`config.mk`:
```
export PLATFORM = sky130hd
export DESIGN_NAME = motor_cmd_sequencer_flat
export DESIGN_NICKNAME = d
export VERILOG_FILES = /design/src/rtl/motor_cmd_sequencer_pkg.sv /design/src/rtl/motor_cmd_sequencer_if.sv /design/src/rtl/motor_cmd_sequencer_pwm_gen.sv /design/src/rtl/motor_cmd_sequencer.sv /design/src/flat_wrapper.sv
export SDC_FILE = /design/constraint.sdc
export NUM_CORES = 1
export LEC_CHECK = 0
export ABC_AREA = 1
export BUFFER_PORTS_ARGS = -buffer_cell sky130_fd_sc_hd__buf_4
export CORE_MARGIN = 4
export CORE_UTILIZATION = 30
export CTS_BUF_LIST = sky130_fd_sc_hd__clkbuf_2
export DETAILED_ROUTE_END_ITERATION = 12
export SKIP_LAST_GASP = 1
export SLEW_MARGIN = 10
export SYNTH_ARGS = -nofsm -noshare
export SYNTH_HDL_FRONTEND = slang
export SYNTH_HIERARCHICAL = 1
export SYNTH_SLANG_ARGS = --single-unit
```
`constraint.sdc`:
```
create_clock -name clk -period 2.25 [get_ports clk]
set_clock_uncertainty 0.1 [all_clocks]
set_input_delay 0.1125 -clock clk [delete_from_list [all_inputs] [get_ports clk]]
set_output_delay 0.1125 -clock clk [all_outputs]
set_load 0.005 [all_outputs]
```
`src/rtl/motor_cmd_sequencer_pkg.sv`:
```
// Shared types for the motor command sequencer: opcodes, FSM states,
// the queued command record and the wheel-direction decode.
package motor_cmd_pkg;

  typedef enum logic [1:0] {
    OP_STOP = 2'd0,
    OP_FWD  = 2'd1,
    OP_REV  = 2'd2,
    OP_SPIN = 2'd3
  } op_e;

  typedef enum logic [1:0] {
    S_IDLE = 2'd0,
    S_LOAD = 2'd1,
    S_RUN  = 2'd2,
    S_DEAD = 2'd3
  } state_e;

  typedef struct packed {
    op_e        op;
    logic       spin_right;
    logic [6:0] power;
    logic [7:0] dur;
  } drive_cmd_t;

  // {dir_l, dir_r}, 1 = forward; STOP keeps both forward
  function automatic logic [1:0] drive_dir(drive_cmd_t c);
    logic [1:0] d;
    case (c.op)
      OP_REV:  d = 2'b00;
      OP_SPIN: d = c.spin_right ? 2'b10 : 2'b01;
      default: d = 2'b11;
    endcase
    return d;
  endfunction

endpackage

```
`src/rtl/motor_cmd_sequencer_if.sv`:
```
// Command handshake from the UART receiver into the sequencer.
interface motor_cmd_sequencer_if;
  logic       cmd_valid;
  logic       cmd_ready;
  logic [7:0] cmd1;
  logic [7:0] cmd2;
  logic [7:0] cmd3;

  modport master (output cmd_valid, output cmd1, output cmd2, output cmd3,
                  input  cmd_ready);
  modport slave  (input  cmd_valid, input  cmd1, input  cmd2, input  cmd3,
                  output cmd_ready);
endinterface

```
`src/rtl/motor_cmd_sequencer_pwm_gen.sv`:
```
// Shared 7-bit free-running PWM counter with one compare per wheel.
module motor_pwm_gen (
  input  logic       clk,
  input  logic       reset,
  input  logic       en,
  input  logic [6:0] power_l,
  input  logic [6:0] power_r,
  output logic       pwm_l,
  output logic       pwm_r
);

  logic [6:0] cnt_q, cnt_d;

  // counter wraps naturally every 128 cycles
  always_comb begin
    cnt_d = cnt_q + 7'd1;
  end

  // counter register
  always_ff @(posedge clk) begin
    if (reset) cnt_q <= '0;
    else       cnt_q <= cnt_d;
  end

  assign pwm_l = en && (cnt_q < power_l);
  assign pwm_r = en && (cnt_q < power_r);

endmodule

```
`src/rtl/motor_cmd_sequencer.sv`:
```
// Motor command sequencer: queues 3-byte drive commands and plays them out
// as wheel PWM/direction with a dead-time gap after each one.
// Optional build macro MOTOR_RAMP_EN: effective power ramps up by one per
// duration tick until it reaches the commanded power.
module motor_cmd_sequencer
  import motor_cmd_pkg::*;
#(
  parameter int FIFO_DEPTH = 4,
  parameter int TICK_DIV   = 50000,
  parameter int DEAD_CYC   = 16
) (
  input  logic                 clk,
  input  logic                 reset,
  motor_cmd_sequencer_if.slave cmd,
  input  logic                 halt,
  output logic                 pwm_l,
  output logic                 pwm_r,
  output logic                 dir_l,
  output logic                 dir_r,
  output logic                 busy,
  output logic                 done,
  output logic                 aborted
);

  localparam int PTR_W  = $clog2(FIFO_DEPTH);
  localparam int CNT_W  = PTR_W + 1;
  localparam int PRE_W  = $clog2(TICK_DIV + 1);
  localparam int DEAD_W = $clog2(DEAD_CYC + 1);
  localparam logic [CNT_W-1:0]  FULL_CNT = CNT_W'(FIFO_DEPTH);
  localparam logic [PRE_W-1:0]  PRE_MAX  = PRE_W'(TICK_DIV - 1);
  localparam logic [DEAD_W-1:0] DEAD_MAX = DEAD_W'(DEAD_CYC - 1);

  drive_cmd_t         mem_q [FIFO_DEPTH];
  logic [PTR_W-1:0]   wr_ptr_q, wr_ptr_d, rd_ptr_q, rd_ptr_d;
  logic [CNT_W-1:0]   count_q, count_d;
  state_e             state_q, state_d;
  drive_cmd_t         cur_q, cur_d;
  logic [PRE_W-1:0]   presc_q, presc_d;
  logic [7:0]         rem_q, rem_d;
  logic [DEAD_W-1:0]  dead_q, dead_d;
  logic [1:0]         dir_q, dir_d;
  logic               done_q, done_d, aborted_q, aborted_d;
  logic [6:0]         pwr_q, pwr_d;
  drive_cmd_t         wr_cmd;
  logic               full, empty, push, pop, run_en;
  logic [6:0]         pwr_tgt;

  // ready comes from the registered count only; halt refuses pushes
  assign full          = (count_q == FULL_CNT);
  assign empty         = (count_q == '0);
  assign cmd.cmd_ready = !full && !halt;
  assign push          = cmd.cmd_valid && cmd.cmd_ready;
  assign pwr_tgt       = (cur_q.op == OP_STOP) ? 7'd0 : cur_q.power;

  // pack the incoming bytes; unused upper bits are dropped here
  always_comb begin
    wr_cmd            = '0;
    wr_cmd.op         = op_e'(cmd.cmd1[1:0]);
    wr_cmd.spin_right = cmd.cmd1[2];
    wr_cmd.power      = cmd.cmd2[6:0];
    wr_cmd.dur        = cmd.cmd3;
  end

  // FIFO pointer/count update; halt flushes by snapping read to write
  always_comb begin
    wr_ptr_d = wr_ptr_q;
    rd_ptr_d = rd_ptr_q;
    count_d  = count_q;
    if (halt) begin
      rd_ptr_d = wr_ptr_q;
      count_d  = '0;
    end else begin
      if (push) wr_ptr_d = wr_ptr_q + 1'b1;
      if (pop)  rd_ptr_d = rd_ptr_q + 1'b1;
      if (push && !pop)      count_d = count_q + 1'b1;
      else if (pop && !push) count_d = count_q - 1'b1;
    end
  end

  // FIFO storage is data only and needs no reset
  always_ff @(posedge clk) begin
    if (push) mem_q[wr_ptr_q] <= wr_cmd;
  end

  // sequencer next-state: IDLE -> LOAD -> RUN -> DEAD -> IDLE
  always_comb begin
    state_d   = state_q;
    cur_d     = cur_q;
    presc_d   = presc_q;
    rem_d     = rem_q;
    dead_d    = dead_q;
    dir_d     = dir_q;
    pwr_d     = pwr_q;
    done_d    = 1'b0;
    aborted_d = 1'b0;
    pop       = 1'b0;
    case (state_q)
      S_IDLE: begin
        if (!empty && !halt) begin
          pop     = 1'b1;
          cur_d   = mem_q[rd_ptr_q];
          dir_d   = drive_dir(mem_q[rd_ptr_q]);
          state_d = S_LOAD;
        end
      end
      S_LOAD: begin
        presc_d = '0;
        rem_d   = cur_q.dur;
`ifdef MOTOR_RAMP_EN
        pwr_d   = '0;
`else
        pwr_d   = pwr_tgt;
`endif
        dead_d  = '0;
        if (halt) begin
          aborted_d = 1'b1;
          state_d   = S_DEAD;
        end else if (cur_q.dur == 8'd0) begin
          done_d  = 1'b1;
          state_d = S_DEAD;
        end else begin
          state_d = S_RUN;
        end
      end
      S_RUN: begin
        dead_d = '0;
        if (halt) begin
          aborted_d = 1'b1;
          state_d   = S_DEAD;
        end else if (presc_q == PRE_MAX) begin
          presc_d = '0;
          rem_d   = rem_q - 8'd1;
`ifdef MOTOR_RAMP_EN
          if (pwr_q < pwr_tgt) pwr_d = pwr_q + 7'd1;
`endif
          if (rem_q == 8'd1) begin
            done_d  = 1'b1;
            state_d = S_DEAD;
          end
        end else begin
          presc_d = presc_q + 1'b1;
        end
      end
      S_DEAD: begin
        if (dead_q == DEAD_MAX) state_d = S_IDLE;
        else                    dead_d  = dead_q + 1'b1;
      end
      default: state_d = S_IDLE;
    endcase
  end

  // control registers; cur_q is payload and is not reset
  always_ff @(posedge clk) begin
    cur_q <= cur_d;
    if (reset) begin
      state_q   <= S_IDLE;
      wr_ptr_q  <= '0;
      rd_ptr_q  <= '0;
      count_q   <= '0;
      presc_q   <= '0;
      rem_q     <= '0;
      dead_q    <= '0;
      dir_q     <= '0;
      pwr_q     <= '0;
      done_q    <= 1'b0;
      aborted_q <= 1'b0;
    end else begin
      state_q   <= state_d;
      wr_ptr_q  <= wr_ptr_d;
      rd_ptr_q  <= rd_ptr_d;
      count_q   <= count_d;
      presc_q   <= presc_d;
      rem_q     <= rem_d;
      dead_q    <= dead_d;
      dir_q     <= dir_d;
      pwr_q     <= pwr_d;
      done_q    <= done_d;
      aborted_q <= aborted_d;
    end
  end

  assign run_en = (state_q == S_RUN);

  motor_pwm_gen u_pwm (
    .clk     (clk),
    .reset   (reset),
    .en      (run_en),
    .power_l (pwr_q),
    .power_r (pwr_q),
    .pwm_l   (pwm_l),
    .pwm_r   (pwm_r)
  );

  assign dir_l   = dir_q[1];
  assign dir_r   = dir_q[0];
  assign busy    = (state_q != S_IDLE) || !empty;
  assign done    = done_q;
  assign aborted = aborted_q;

endmodule

```
`src/flat_wrapper.sv`:
```
// flat-port wrapper written by rule: the top's interface ports become plain ports
module motor_cmd_sequencer_flat import motor_cmd_pkg::*;
#(
  parameter int FIFO_DEPTH = 4,
  parameter int TICK_DIV   = 50000,
  parameter int DEAD_CYC   = 16
)
  (clk, reset, halt, pwm_l, pwm_r, dir_l, dir_r, busy, done, aborted, cmd_cmd_valid, cmd_cmd1, cmd_cmd2, cmd_cmd3, cmd_cmd_ready);
  motor_cmd_sequencer_if cmd_i ();
  input  logic clk;
  input  logic reset;
  input  logic halt;
  output logic pwm_l;
  output logic pwm_r;
  output logic dir_l;
  output logic dir_r;
  output logic busy;
  output logic done;
  output logic aborted;
  input wire logic [$bits(cmd_i.cmd_valid)-1:0] cmd_cmd_valid;
  input wire logic [$bits(cmd_i.cmd1)-1:0] cmd_cmd1;
  input wire logic [$bits(cmd_i.cmd2)-1:0] cmd_cmd2;
  input wire logic [$bits(cmd_i.cmd3)-1:0] cmd_cmd3;
  output wire logic [$bits(cmd_i.cmd_ready)-1:0] cmd_cmd_ready;
  assign cmd_i.cmd_valid = cmd_cmd_valid;
  assign cmd_i.cmd1 = cmd_cmd1;
  assign cmd_i.cmd2 = cmd_cmd2;
  assign cmd_i.cmd3 = cmd_cmd3;
  assign cmd_cmd_ready = cmd_i.cmd_ready;
  motor_cmd_sequencer #(.FIFO_DEPTH(FIFO_DEPTH), .TICK_DIV(TICK_DIV), .DEAD_CYC(DEAD_CYC)) u_core (.clk(clk), .reset(reset), .cmd(cmd_i), .halt(halt), .pwm_l(pwm_l), .pwm_r(pwm_r), .dir_l(dir_l), .dir_r(dir_r), .busy(busy), .done(done), .aborted(aborted));
endmodule
```
==> impl.org, run 1 <==
** Timing
- The smallest clock period supported by the final layout is computed as about 2100 ps.
- Slew at the pin with the worst max-slew slack :: between 700 and 800 ps
- Final Worst Setup Slack :: 129 ps
- Total of endpoints with negative setup slack in the final report :: 0
- Max Clock Freq :: 0.472 GHz
- Summed over all failing endpoints, the final setup total negative slack is 0 ps.
- Slew HR :: 52.1%
- After layout, the worst path uses 94.3% of the clock period.
- Setup repair after global routing missed its margin :: yes
- Final max-slew violation count :: 0
- Tightest hold margin :: 143 ps
- The final-report hold violation count is 0.

** Synth
- Ranked by total cell area, the synthesized netlist is headed by edfxtp_1, dfxtp_1, nand2_1, nor2_1, ha_1.
- Area share of fa/ha/maj cells after synthesis :: 5.52%
- Compound-Gate Fraction of Synth Area :: 11.8%
- Distinct cell type count after synthesis :: 37
- Instance count of the mapped netlist :: 715
- By area, the combinational part of the netlist is dominated by simple AND/OR/NAND/NOR gates.
- Area share of the largest cell type after synthesis :: around 40%
- Sequential cells were found to cover a little under three fifths of the synthesized design area.
- During synthesis, Yosys emitted a total of 6 warnings.
- Net count after synthesis :: 772
- In this run the cell area of the synthesized design comes to roughly 6700 um2.
- Dividing the synthesized area by the synthesized cell count gives around 9.4 um2.
- Area leader, netlist :: edfxtp_1
- Counting flops and latches in the post-synthesis netlist gives 147.
- Simple-gate portion of the synthesized area :: 18.6%
- Multiplexer share of the synthesized area :: 0%
- Xor/xnor cell area share of the yosys netlist :: 0.914%

** Global route
- Total track usage :: between 10% and 20%
- The number of antenna violations at the first check in global routing was 0.
- Entering global routing, the biggest net connects 38 pins.
- The total overflow left after global routing is 0.
- The first global-routing pass estimated 23.2 mm of wire.
- Vias in the first global route :: ~4700

** Finish
- The repair_antennas step left the layout with diodes totalling 0.
- Layout Nets :: 853
- Of the cells placed in the final design, the portion with a size suffix greater than 1 is 19.5%.
- Fin util :: 37.0%
- Compared with the post-synthesis result, the final layout area differs by 20.8%.
- In the final layout, flip-flops and latches occupy slightly below 4000 um2.
- Summing all multi-input logic gate instances after layout gives 2610 um2.
- Top library cells by usage in the layout, fill and taps aside :: nand2_1, nor2_1, edfxtp_1
- The layout has roughly 2200 filler cells.
- Leaving out fill and tap cells, the most frequent cell in the layout is nand2_1.

** Critical path
- For the worst setup path, the data arrival time is 1910 ps.
- The worst setup path is captured at an output pin.
- STA classifies the critical path startpoint as a flop.
- Start-to-end type of the worst setup path :: flop to output pin
- Data on the critical path is required at its endpoint by 2040 ps.
- Crit-path max FO :: 3

** Floorplan
- Starting Density :: 30.7%
- Placeable core area :: 21900 um2
- The floorplan step defined a die boundary enclosing 24800 um2.
- The die is 158 um tall.
- 36 I/O pins were placed.
- The floorplan has 54 rows.
- From left edge to right edge, the die measures 158 um.

** Route
- Ratio of routed vias to standard cells :: 4.51
- After detailed routing, the average wire length per cell comes to 12.5 um.
- For this block, the via count after detailed routing is 4906.
- DRC Markers :: 0
- After detailed routing, the total wire length is approximately 14 mm.
- For this block, the initial DRC count from the detailed router was 246.
- Antenna viol nets, final :: 0
- Before antenna repair, the detailed router went through 4 iterations.

** Clock network
- Number of H-tree branching levels :: 4
- TritonCTS clock tree :: yes
- After clock tree synthesis, the clock-pin slew on the worst setup and hold paths is ~270 ps.
- Root buffer cell :: clkbuf_2
- Buffers inserted during clock tree synthesis total 17.
- Worst-Skew Late Latency :: ~710 ps
- The clock passes through at most 2 buffers.
- The clock drives 147 sinks.

** Place
- Pre-CTS WS :: 193 ps
- In this run the tool buffered the top-level ports with 29 buffer cells.
- After legalization and detailed placement, the total HPWL measured between 8 and 9 mm.
- Weighted congestion at the end of routability-driven global placement :: 0.792

** Power and ir drop
- Leak :: 0.00298 uW
- Post-layout total power :: 6370 uW
- IR analysis of the VDD net gives a maximum drop of 0.421 mV.
- Power Dens Cells :: 786 nW/um2

** Outcome
- Outcome :: finished clean

** Flow run
- Number of max-capacitance violations reported :: 0

** Min path
- Path class of the lowest-slack min-delay path :: input port to flop
[power by group]
group	leakage [uW]	switching (uW)	internal [uW]
combinational	0.00154	937	631
sequential	0.00129	155	3090
clock	0.000151	1170	389
[synth_stat cells (all sizes together)]
cell / n
o21ai: 72
a211oi: 2
o211ai: 2
nand2: 130
edfxtp: 89
or2: 1
o22ai: 18
xor2: 6
nor3: 5
clkinv: 1
nor4: 1
o21bai: 1
inv: 76
xnor2: 1
buf: 8
dfxtp: 58
a21oi: 48
ha: 28
fa: 1
o21a: 1
nor2: 112
nand4: 6
nand3: 31
and2: 2
clkbuf: 15
[layout make-up]
| type | instances | area share, % |
|---|---|---|
| Tap cell | 280 | 4.32 |
| Sequential cell | 147 | 47.5 |
| Inverter | 77 | 3.60 |
| Timing Repair Buffer | 85 | 9.17 |
| Clock inverter | 15 | 2.21 |
| Multi-Input combinational cell | 468 | 32.1 |
| Clock buffer | 17 | 1.05 |
[per-stage QoR]
step | area (um2) | instances
floorplan | 6710 | 715
global placement | 7270 | 1015
detailed placement | 7270 | 1015
CTS | 8000 | 1088
global route | 8110 | 1089
finish | 8110 | 1089
[what timing repair did]
item,in CTS,in global routing
pin swaps,1,18
buffers inserted,2,1
resized for setup,15,34
endpoints found under the hold margin,113,0
endpoints found under the setup margin,2,3
hold buffers,39,0
[logic make-up after synthesis]
family | Yosys count
adders and majority gates | 29
DFF | 147
buffers and inverters | 100
and+or+nand+nor | 288
AOI/OAI and AO/OA | 144
xor gates and xnor gates | 7
[per-layer routing]
| metal | global-route usage, % | wire, um |
|---|---|---|
| met1 | 15.5 | 6630 |
| met2 | 18.7 | 6220 |
| met3 | 2.61 | 503 |
| met4 | 4.06 | 252 |
| met5 | 0 | 0 |
[critical path, cell delays in order, from the launching register on]
cell	delay [ps]
dfxtp_2	390
inv_1	40
ha_1	290
nand4_1	130
a21oi_2	150
nor2_1	70
buf_4	130
[state kept, by name, summed over array words and instances, names as in the netlist, named ones only]
register            cells
u_core/u_pwm/cnt_q      7
u_core/presc_q         16
u_core/aborted          1
u_core/pwr_q            7
u_core/mem_q           72
u_core/dir_q            2
u_core/count_q          3
u_core/wr_ptr_q         2
u_core/dead_q           5
u_core/done             1
u_core/rem_q            8
u_core/rd_ptr_q         2
u_core/cur_q           17
u_core/state_q          2
[worst paths after layout]
path / startpoint / endpoint / slack (ps) / cells after the start
max: u_core/pwr_q[4] / pwm_r / 130 / 6
min: reset / u_core/presc_q[6] / 140 / 3
max reg2reg: u_core/state_q[1] / u_core/count_q[2] / 180 / 10
min reg2reg: u_core/u_pwm/cnt_q[0] / u_core/u_pwm/cnt_q[0] / 400 / 1
Note: power is estimated with default switching activity, not from simulation.
==> run 2, diff against run 1 <==
SYNTH_HIERARCHICAL = not set   (was 1)
==> run 2 against run 1 <==
Synthesized cell count is 5.6% lower. Sequential power hardly changed. Via count down 3.3%. Routed wire length fell by 4.5%. Die area fell by 3.1%. Register-to-register slack barely moved. Fmax fell by 2.4%. Sequential share of layout area up 1.3 points. Cell count shrank 3.9%. Critical path type unchanged.
==> impl.org, run 2 <==
** Outcome
- The flow ran to the end, and the final reports show no timing, DRC or antenna violations.

** Timing
- Post-layout min period :: 2170 ps
- Tightest hold margin :: 193 ps
- Final number of hold-violating endpoints :: 0
- Slew at the pin with the worst max-slew slack :: 557 ps
- Setup violations remaining at the end of the flow were counted as 0.
- Final worst-path cycle share :: a little over nine tenths
- Fin Setup TNS :: 0 ps
- Final max-slew violation count :: 0
- Setup repair after global routing could not meet its margin everywhere.
- The worst pin sits at a relative slew slack of 62.8%.
- Timing would allow up to 0.460 GHz.

** Route
- Once detail routing completed, the nets flagged for antenna violations numbered 0.
- DRC Markers :: 0
- Ratio of routed vias to standard cells :: 4.53
- Pre-antenna DRT Iters :: 4
- In the final routed layout, each cell accounts on average for 12.4 um.
- Via Count :: 4746
- In this run, the number of DRC markers left after iteration 0 of detailed routing was between 300 and 400.
- The final layout contains routed wiring with a total length of around 13 mm.

** Floorplan
- Overall die width :: 155 um
- DIE AREA :: 24100 um2
- The die is 155 um tall.
- Std-Cell Rows :: 53
- Placeable core area :: 21200 um2
- Starting Density :: between 30 and 40%
- Pin placement for this block handled 36 I/O pins.

** Synth
- The number of nets handed over by synthesis was ~730.
- The cell area that synthesis handed to floorplanning was 6490 um2.
- Counting every instance in the synthesized netlist gives about 680.
- In this run the mean area of a mapped cell was 9.62 um2.
- In the post-synthesis netlist, the cell with the most instances is nand2_1.
- The synthesized design contains approximately 150 register bits.
- Area share of the largest cell type after synthesis :: 41.2%
- Of the synthesized area, sequential elements account for 59.0%.
- Number of enable flip-flop cells after synthesis :: 89
- Distinct cell type count after synthesis :: 40
- Async SR Flop Fraction :: 0%
- Number of warning messages in the yosys log :: 0
- After synthesis, the cell types taking the most area are edfxtp_1, dfxtp_1, nand2_1, o21ai_0, nor2_1.
- Area leader, netlist :: edfxtp_1
- Most frequently used flop master after synthesis :: edfxtp_1
- Cell types with the highest counts after synthesis :: nand2_1, edfxtp_1, nor2_1

** Finish
- Number of inserted diodes :: 0
- Share of final-layout standard cells stronger than drive strength 1 :: 19.0%
- Leaving out fill and tap cells, the most frequent cell in the layout is nand2_1.
- Largest registers :: u_core.mem_q x72, u_core.cur_q x17, u_core.presc_q x16
- Leaving out fill and tap cells, the most frequent cells in the layout are nand2_1, edfxtp_1, nor2_1.
- Number of flip-flops in the largest register :: 72
- The net count of the finished layout is 809.
- Compared with the post-synthesis result, the final layout area differs by 21.5%.
- Reg with most FFs :: u_core.mem_q
- Once layout is complete, the cells apart from fillers number 1047.

** Global route
- For this run the aggregate overflow at the end of global routing stands at 0.
- In the global route stage, overall resource usage came out at approximately 11%.
- First-pass GRT wire length :: 21.7 mm
- Entering global routing, the biggest net connects 38 pins.
- Vias in the first global route :: 4458
- The number of antenna violations at the first check in global routing came to 0.

** Clock network
- CTS placed an instance of clkbuf_2 at the clock tree root.
- After clock tree synthesis, the clock-pin slew on the worst setup and hold paths is 260 ps.
- TritonCTS built the clock tree.
- For this design, the sink count on the clock tree is 147.
- Worst-Skew Late Latency :: approximately 700 ps
- Counting along the longest clock path gives a buffer depth of 2.
- Number of H-tree branching levels :: 4
- In this run, CTS created clock tree buffers numbering 17.

** Place
- Buffers placed on the I/O ports in this run total 29.
- The congestion estimate from routability-driven global placement came to 0.797.
- The wire-length estimate of the detail-placed layout is 8.34 mm.
- Number of instances in the placed design :: between 900 and 1000

** Critical path
- Largest stage delay on the critical path :: 390 ps
- The critical path contains buffers and inverters numbering 3 combined.
- CP arrival :: 1960 ps
- Worst path top cell family by delay :: flip-flops
- Critical path launch point type :: flop
- For this design, the slowest cell found on the critical path is dfxtp_2.
- Along the worst path, the maximum fanout reaches 2.
- Traced cell by cell, the critical path runs through inv_2 > ha_4 > nand2_4 > buf_6 > o21ai_4 > nor3_4 > buf_4.
- Required time of the critical path :: ~2000 ps
- Capturing element type of the critical path :: output pin
- Start-to-end type of the worst setup path :: flop to output pin

** Flow run
- Number of max-capacitance violations reported :: 0

** Min path
- In this run the worst hold path is classified as input port to flop.

** Power and ir drop
- Peak supply drop :: 0.476 mV
- Overall power consumption after layout is estimated at 6160 uW.
- Power Dens Cells :: 781 nW/um2
- Leak :: 0.00288 uW
## run 2: worst register-to-register path, stage by stage (launching register included)
cell and delay, ps:
dfxtp_2 380, inv_2 50, ha_1 230, inv_2 90, nor2_4 40, inv_1 100, ha_1 150, inv_1 60
fa_1 380, a21oi_1 130, o21ai_1 90, xor2_1 140, nor2_1 90
## run 2: final timing paths
kind,slack (ps),start,endpoint,cells past startpoint
worst max-delay path,80,u_core.pwr_q[6],pwm_r,7
worst min-delay path,190,reset,u_core.presc_q[1],3
worst max register to register,170,u_core.state_q[0],u_core.count_q[2],12
worst min register to register,360,u_core.dead_q[3],u_core.dead_q[3],1
## run 2: layer usage
layer	vias to the layer above	share of wire [%]	GRT usage [%]
li1	2456	-	-
met1	2198	47	14.2
met2	76	48	18.7
met3	16	3.6	2.61
met4	0	1.2	3.49
met5	-	0	0
## run 2: through the flow
step                util (%)  cell area (um2)  setup WS, ps
detailed placement      33.3             7050           124
global route            37.3             7890          -102
finish                  37.3             7890          77.2
floorplan                  -             6500          75.9
CTS                     37.1             7850         -26.5
global placement        33.3             7050           175
## run 2: layout make-up
type / count / area (um2)
Fill cell: 2046 / 13300
Sequential cell: 147 / 3850
Timing Repair Buffer: 90 / 777
Multi-Input combinational cell: 440 / 2420
Inverter: 63 / 236
Clock inverter: 15 / 173
Clock buffer: 17 / 85.1
Tap cell: 275 / 344
## run 2: what timing repair did
action                     in CTS  in global routing
pin swaps                       7                  5
gates resized for setup        31                 14
hold endpoints to repair      164                  0
hold buffers                   39                  0
setup endpoints to repair       2                  3
buffers inserted                6                  0
## run 2: power by group
part           total, uW  internal (uW)  switching, uW
Clock               1560            460           1100
Combinational       1390            574            811
Sequential          3220           3090            131
Total               6160           4120           2040
## run 2: cells by family (layout without fill, tap and decap cells)
group	after synthesis	count (layout)	share of synthesized area (%)
fa+ha+maj	22	22	4.36
xor+xnor	7	7	0.944
buf+inv	88	185	5.74
simple gates	259	259	17.2
mux	1	1	0.154
flops	147	147	59.0
compound gates	151	151	12.6
